==> src/rtl/obj_affine_tile_fetch.sv <==
// OBJ affine texel fetch: maps an in-object texel coordinate to an OBJ VRAM halfword,
// extracts the palette index and writes it into the OBJ line buffer at the pixel's column.
module obj_affine_tile_fetch #(
  parameter int VRAM_AW = 15,
  parameter int LB_AW   = 8
) (
  input  logic               clock,
  input  logic               reset,
  input  logic               pix_valid,
  output logic               pix_ready,
  input  logic [5:0]         pix_x,
  input  logic [5:0]         pix_y,
  input  logic               pix_transp,
  input  logic [LB_AW-1:0]   pix_col,
  input  logic [9:0]         tile_base,
  input  logic               color_8bpp,
  input  logic [3:0]         pal_bank,
  input  logic               map_1d,
  input  logic [6:0]         hsize,
  input  logic               line_abort,
  output logic               vram_req,
  output logic [VRAM_AW-2:0] vram_addr,
  input  logic               vram_gnt,
  input  logic               vram_rvalid,
  input  logic [15:0]        vram_rdata,
  output logic               lb_we,
  output logic [LB_AW-1:0]   lb_addr,
  output logic [7:0]         lb_data
);

  typedef enum logic [2:0] {S_IDLE, S_REQ, S_WAIT, S_WRITE, S_DRAIN} state_t;

  state_t             state_q, state_d;
  logic               vram_req_q, vram_req_d;
  logic [VRAM_AW-2:0] vram_addr_q, vram_addr_d;
  logic               byte0_q, byte0_d;
  logic               px0_q, px0_d;
  logic               c8_q, c8_d;
  logic [3:0]         bank_q, bank_d;
  logic [LB_AW-1:0]   col_q, col_d;
  logic               lb_we_q, lb_we_d;
  logic [LB_AW-1:0]   lb_addr_q, lb_addr_d;
  logic [7:0]         lb_data_q, lb_data_d;

  logic [2:0]         tx, ty, px, py;
  logic [6:0]         stride;
  logic [9:0]         tile;
  logic [5:0]         row_off, col_off;
  logic [VRAM_AW-1:0] byte_addr;
  logic [7:0]         sel_byte;
  logic [3:0]         sel_nib;
  logic               idx_nz;
  logic               accept;

  // Texel byte address; tile number wraps at 1024, byte address at the VRAM size.
  always_comb begin
    tx        = pix_x[5:3];
    px        = pix_x[2:0];
    ty        = pix_y[5:3];
    py        = pix_y[2:0];
    stride    = map_1d ? ((hsize >> 3) << color_8bpp) : 7'd32;
    tile      = tile_base + (10'(ty) * 10'(stride)) + (10'(tx) << color_8bpp);
    row_off   = color_8bpp ? {py, 3'b000} : {1'b0, py, 2'b00};
    col_off   = color_8bpp ? {3'b000, px} : {4'b0000, px[2:1]};
    byte_addr = VRAM_AW'({tile, 5'b00000}) + VRAM_AW'(row_off) + VRAM_AW'(col_off);
  end

  always_comb begin
    sel_byte = byte0_q ? vram_rdata[15:8] : vram_rdata[7:0];
    sel_nib  = px0_q ? sel_byte[7:4] : sel_byte[3:0];
    idx_nz   = c8_q ? (sel_byte != 8'd0) : (sel_nib != 4'd0);
  end

  assign accept = pix_valid && (state_q == S_IDLE) && !line_abort;

  always_comb begin
    state_d     = state_q;
    vram_req_d  = vram_req_q;
    vram_addr_d = vram_addr_q;
    byte0_d     = byte0_q;
    px0_d       = px0_q;
    c8_d        = c8_q;
    bank_d      = bank_q;
    col_d       = col_q;
    lb_we_d     = 1'b0;
    lb_addr_d   = lb_addr_q;
    lb_data_d   = lb_data_q;
    unique case (state_q)
      S_IDLE: begin
        if (accept && !pix_transp) begin
          state_d     = S_REQ;
          vram_req_d  = 1'b1;
          vram_addr_d = byte_addr[VRAM_AW-1:1];
          byte0_d     = byte_addr[0];
          px0_d       = pix_x[0];
          c8_d        = color_8bpp;
          bank_d      = pal_bank;
          col_d       = pix_col;
        end
      end
      S_REQ: begin
        if (vram_gnt) begin
          state_d    = S_WAIT;
          vram_req_d = 1'b0;
        end
      end
      S_WAIT: begin
        if (vram_rvalid) begin
          state_d   = S_WRITE;
          lb_we_d   = idx_nz;
          lb_addr_d = col_q;
          lb_data_d = c8_q ? sel_byte : {bank_q, sel_nib};
        end
      end
      S_WRITE: state_d = S_IDLE;
      S_DRAIN: begin
        if (vram_rvalid) state_d = S_IDLE;
      end
      default: state_d = S_IDLE;
    endcase
    // A granted read still owes us data, so WAIT must drain it before reuse.
    if (line_abort) begin
      state_d    = (state_q == S_WAIT || state_q == S_DRAIN) ? S_DRAIN : S_IDLE;
      vram_req_d = 1'b0;
      lb_we_d    = 1'b0;
    end
  end

  always_ff @(posedge clock or posedge reset) begin
    if (reset) begin
      state_q     <= S_IDLE;
      vram_req_q  <= 1'b0;
      vram_addr_q <= '0;
      byte0_q     <= 1'b0;
      px0_q       <= 1'b0;
      c8_q        <= 1'b0;
      bank_q      <= 4'd0;
      col_q       <= '0;
      lb_we_q     <= 1'b0;
      lb_addr_q   <= '0;
      lb_data_q   <= 8'd0;
    end else begin
      state_q     <= state_d;
      vram_req_q  <= vram_req_d;
      vram_addr_q <= vram_addr_d;
      byte0_q     <= byte0_d;
      px0_q       <= px0_d;
      c8_q        <= c8_d;
      bank_q      <= bank_d;
      col_q       <= col_d;
      lb_we_q     <= lb_we_d;
      lb_addr_q   <= lb_addr_d;
      lb_data_q   <= lb_data_d;
    end
  end

  assign pix_ready = (state_q == S_IDLE);
  assign vram_req  = vram_req_q;
  assign vram_addr = vram_addr_q;
  assign lb_we     = lb_we_q;
  assign lb_addr   = lb_addr_q;
  assign lb_data   = lb_data_q;

endmodule

==> config.mk <==
export PLATFORM = sky130hd
export DESIGN_NAME = obj_affine_tile_fetch
export DESIGN_NICKNAME = d
export VERILOG_FILES = /design/src/rtl/obj_affine_tile_fetch.sv
export SDC_FILE = /design/constraint.sdc
export NUM_CORES = 1
export LEC_CHECK = 0
export CAP_MARGIN = 20
export CORE_UTILIZATION = 52
export CTS_CLUSTER_DIAMETER = 30
export DETAILED_ROUTE_END_ITERATION = 6
export GPL_TIMING_DRIVEN = 0
export PLACE_DENSITY = 0.87
export SYNTH_ARGS = -nofsm -noshare
export SYNTH_HDL_FRONTEND = slang
export SYNTH_SLANG_ARGS = --single-unit
export TNS_END_PERCENT = 10
==> constraint.sdc <==
create_clock -name clock -period 5.13 [get_ports clock]
set_clock_uncertainty 0.05 [all_clocks]
set_input_delay 0.513 -clock clock [delete_from_list [all_inputs] [get_ports clock]]
set_output_delay 0.513 -clock clock [all_outputs]
set_load 0.05 [all_outputs]
==> results.rst <==
.. list-table::
   :header-rows: 1

   * - Metric
     - Value
   * - Fin nets
     - 574
   * - TritonCTS clock tree
     - built
   * - Cell Rows
     - 29
   * - Transition time at the pin with the least slew margin
     - 0.593 ns
   * - Via count
     - 2998
   * - Synthesis warning total
     - 0
   * - Number of routed nets with antenna violations
     - 0
   * - DIE AREA
     - 6840 um^2
   * - Top Layer Used
     - met4
   * - Relative area change from synthesis to final layout
     - 34.6%
   * - Count of unique library cells instantiated by Yosys
     - 48
   * - Total half-perimeter wirelength after legalization and detailed placement
     - 6.36 mm
   * - Arrival time at the worst endpoint
     - 4.92 ns
   * - Instance count after placement with tap cells included
     - 544
   * - Syn avg cell area
     - 9.10 um^2
   * - Peak supply drop
     - 0.360 mV
   * - Number of design rule violations left after detail routing
     - 0
   * - Crit-path max FO
     - 4
   * - Worst EP required
     - 5.27 ns
   * - Setup TNS after final layout
     - 0 ns
   * - Cells after synthesis
     - 372
   * - Final routed wire length divided by cell count
     - 14.4 um
   * - Final design instance area without fill
     - 4560 um^2
   * - Number of enable flip-flop cells after synthesis
     - 0
   * - Fraction of the mapped netlist area in simple logic gates
     - 20.1%
   * - Max-slew violation total from the final report
     - 0
   * - Initial standard-cell utilization of the core
     - 53.6%
   * - First-iteration detailed-routing DRC count
     - 103
   * - Compound-gate portion of the synthesized area
     - 9.87%
   * - Worst-case setup slack after placement
     - -0.107 ns
   * - Share of synthesized area occupied by flip-flops and latches
     - 37.0%
   * - Core box area
     - 6310 um^2
   * - Family with the most delay on the worst path
     - adder cells
   * - Maximum achievable frequency
     - 210 MHz
   * - Number of antenna diodes
     - 0
   * - Max stage delay cell, worst path
     - fa_1
   * - Pwr per Cell Area
     - 447 nW/um^2
   * - Flops & latches, synth
     - 50
   * - Utilization after layout
     - 72.2%
   * - Arithmetic-cell share of the synthesized area counting full adders, half adders and majority gates
     - 15.7%
   * - Ratio of cells with drive above 1 in the final layout
     - 7.59%
   * - Classification of the worst-slack hold path
     - input port to asynchronous set/reset pin
   * - Fraction of synthesized area in multiplexers
     - 8.39%
   * - Worst Path Buf+Inv
     - 3
   * - Initial DRT Pass Iterations
     - 4
   * - Unrepaired setup endpoints after global routing
     - no
   * - Maximum buffer depth of the clock tree
     - 2
   * - Minimum period implied by the final worst setup slack
     - 4.77 ns
   * - Most common cell after layout, fill and taps aside
     - clkdlybuf4s50_1
   * - IO buf count
     - 94
   * - Top FF cell, synth
     - dfrtp_1
   * - Number of max-cap violations
     - 0
   * - Number of global-route vias before repair
     - 2969
   * - Largest family of logic cells by synthesized area
     - simple AND/OR/NAND/NOR gates
   * - Die width
     - 82.7 um
   * - Total routed wirelength
     - 7.95 mm
   * - Global router's overall resource usage
     - 24.0%
   * - Area post-placement
     - 4440 um^2
   * - XOR/XNOR Fraction of Synth Area
     - 4.14%
   * - Critical path type
     - input port to flop
   * - Routability-driven placement congestion ratio
     - 0.807
   * - Count of clock tree sinks
     - 50
   * - Buffer type at the clock tree root
     - clkbuf_8
   * - Smallest setup slack after layout
     - 0.357 ns
   * - Routed met1 length
     - 2.97 mm
   * - Met3 wire length
     - 506 um
   * - Cell Count, Final, Fillers Out
     - 551
   * - Total count of hold-check failures in the final report
     - 0
   * - Ordered cell list for the critical path
     - clkdlybuf4s50_1 > mux2_2 > and3_1 > fa_1 > fa_1 > inv_1 > fa_1 > inv_1 > ha_1 > or2_2 > nand2_1 > xnor2_1 > nand4_1 > o311a_1 > a221o_1
   * - Source-to-sink clock delay at the later pin of the worst-skew pair
     - 0.30 ns
   * - CTS clk-pin slew, worst paths
     - 0.08 ns
   * - Type of element capturing the critical path
     - flop
   * - Post-synthesis async set-or-reset flop share
     - 100%
   * - Worst max-slew margin expressed relative to the limit
     - 60.5%
   * - Antenna violations before repair
     - 0
   * - Leakage
     - 2.13 nW
   * - Portion of the clock cycle consumed by the worst path in the final layout
     - 93.0%
   * - Synthesized netlist net count
     - 472
   * - Most frequent cells in the layout
     - 94 x clkdlybuf4s50_1, 90 x nand2_1, 50 x dfrtp_1
   * - Count of endpoints failing setup in the final report
     - 0
   * - Total global routing overflow
     - 0
   * - Number of H-tree branching levels
     - 2
   * - I/O pin cnt
     - 99
   * - Startpoint type of the worst setup path
     - input port
   * - Status
     - complete, no violations
   * - Die height
     - 82.7 um
   * - Met2 wire length
     - 4.20 mm
   * - First-pass GRT wire length
     - 12.4 mm
   * - Pin count of the biggest net entering global routing
     - 43
   * - Maximum single-stage delay on the critical path
     - 0.54 ns
   * - Average via count per standard cell
     - 5.44
   * - Post-CTS Repair Setup Buffers
     - 0
   * - Post-synth design cell area
     - 3390 um^2
   * - TritonCTS buffer count
     - 5
   * - Dominant cell type by count on the critical path
     - fa_1
-- synthesized netlist by cell type, drive strengths merged, types with 2 or more instances --
cell / number / area (um^2)
buf: 2 / 16.3
a211oi: 2 / 15.0
nand2b: 5 / 31.3
nor4: 3 / 18.8
xor2: 6 / 52.6
nor3: 4 / 20.0
dfrtp: 50 / 1250
or2: 2 / 12.5
nand2: 90 / 338
and3: 2 / 12.5
xnor2: 10 / 87.6
fa: 14 / 280
mux2: 16 / 184
nand3b: 4 / 30.0
inv: 26 / 97.6
nor2b: 5 / 31.3
clkbuf: 12 / 45.0
ha: 20 / 250
mux2i: 10 / 100
nand3: 2 / 10.0
or3: 2 / 12.5
a21oi: 6 / 33.8
nor2: 24 / 90.1
and2: 5 / 31.3
o21ai: 29 / 160
nand4: 4 / 25.0
-- logic make-up after synthesis --
family / count (synthesis)
simple gates: 154
compound gates: 50
flops: 50
buf+inv: 41
fa+ha+maj: 34
mux: 26
xor+xnor: 16
other cells: 1
-- worst paths after layout --
kind / slack, ns / end / startpoint / cells after the start
min in group clock: 0.43 / col_q[1] / col_q[1] / 2
worst min-delay path: 0.38 / lb_data[4] / reset / 2
max in group asynchronous: 4.18 / vram_addr[0] / reset / 3
worst max-delay path: 0.36 / vram_addr[13] / hsize[4] / 15
worst min register to register: 0.43 / col_q[1] / col_q[1] / 2
worst max register to register: 3.07 / lb_we / byte0_q / 5
-- where the power goes --
| group | switching, W | leakage [nW] | internal, W |
|---|---|---|---|
| logic | 0.000712 | 1.44 | 0.000426 |
| registers | 0.0000837 | 0.637 | 0.000538 |
| clock network | 0.000123 | 0.0573 | 0.000156 |
| total | 0.000919 | 2.13 | 0.00112 |
-- per-layer routing --
layer / vias to the layer above / global-route usage (%)
met5: - / 0
met4: 0 / 9.83
met3: 24 / 3.85
met2: 103 / 47.2
met1: 1436 / 24.9
li1: 1435 / -
-- state kept, by name, summed over array words and instances, names as in the netlist --
name / cells
lb_data: 8
bank_q: 4
state_q: 3
vram_addr: 14
lb_addr: 8
col_q: 8
vram_req: 1
px0_q: 1
lb_we: 1
byte0_q: 1
c8_q: 1
-- per-stage QoR --
| stage | hold WS, ns | power, W |
|---|---|---|
| after floorplan | 0.390 | 0.00139 |
| after global placement | 0.404 | 0.00171 |
| after detailed placement | 0.412 | 0.00176 |
| after CTS | 0.391 | 0.00204 |
| after global routing | 0.404 | 0.00216 |
| final | 0.384 | 0.00204 |
-- final cells by class --
type | instances | area [um^2]
repair buffers | 95 | 961
clock buffers | 6 | 82.6
inverters | 27 | 101
clock inverters | 1 | 30.0
plain buffers | 14 | 62.6
fillers | 467 | 1760
flip-flops and latches | 50 | 1250
well taps | 77 | 96.3
multi-input cells | 281 | 1970
-- repair_timing --
action	4_1_cts	5_1_grt
hold buffers	0	0
setup endpoints to repair	0	1
gates resized for setup	0	2
-- worst reg2reg max path: cells and delay by family, from the launching register on --
| kind | cells | cell delay (ns) |
|---|---|---|
| buffers and inverters | 1 | 0.47 |
| AOI/OAI and AO/OA | 1 | 0.29 |
| muxes | 1 | 0.47 |
| and+or+nand+nor | 2 | 0.30 |
| DFF | 1 | 0.35 |
(Power assumes the default switching activity.)
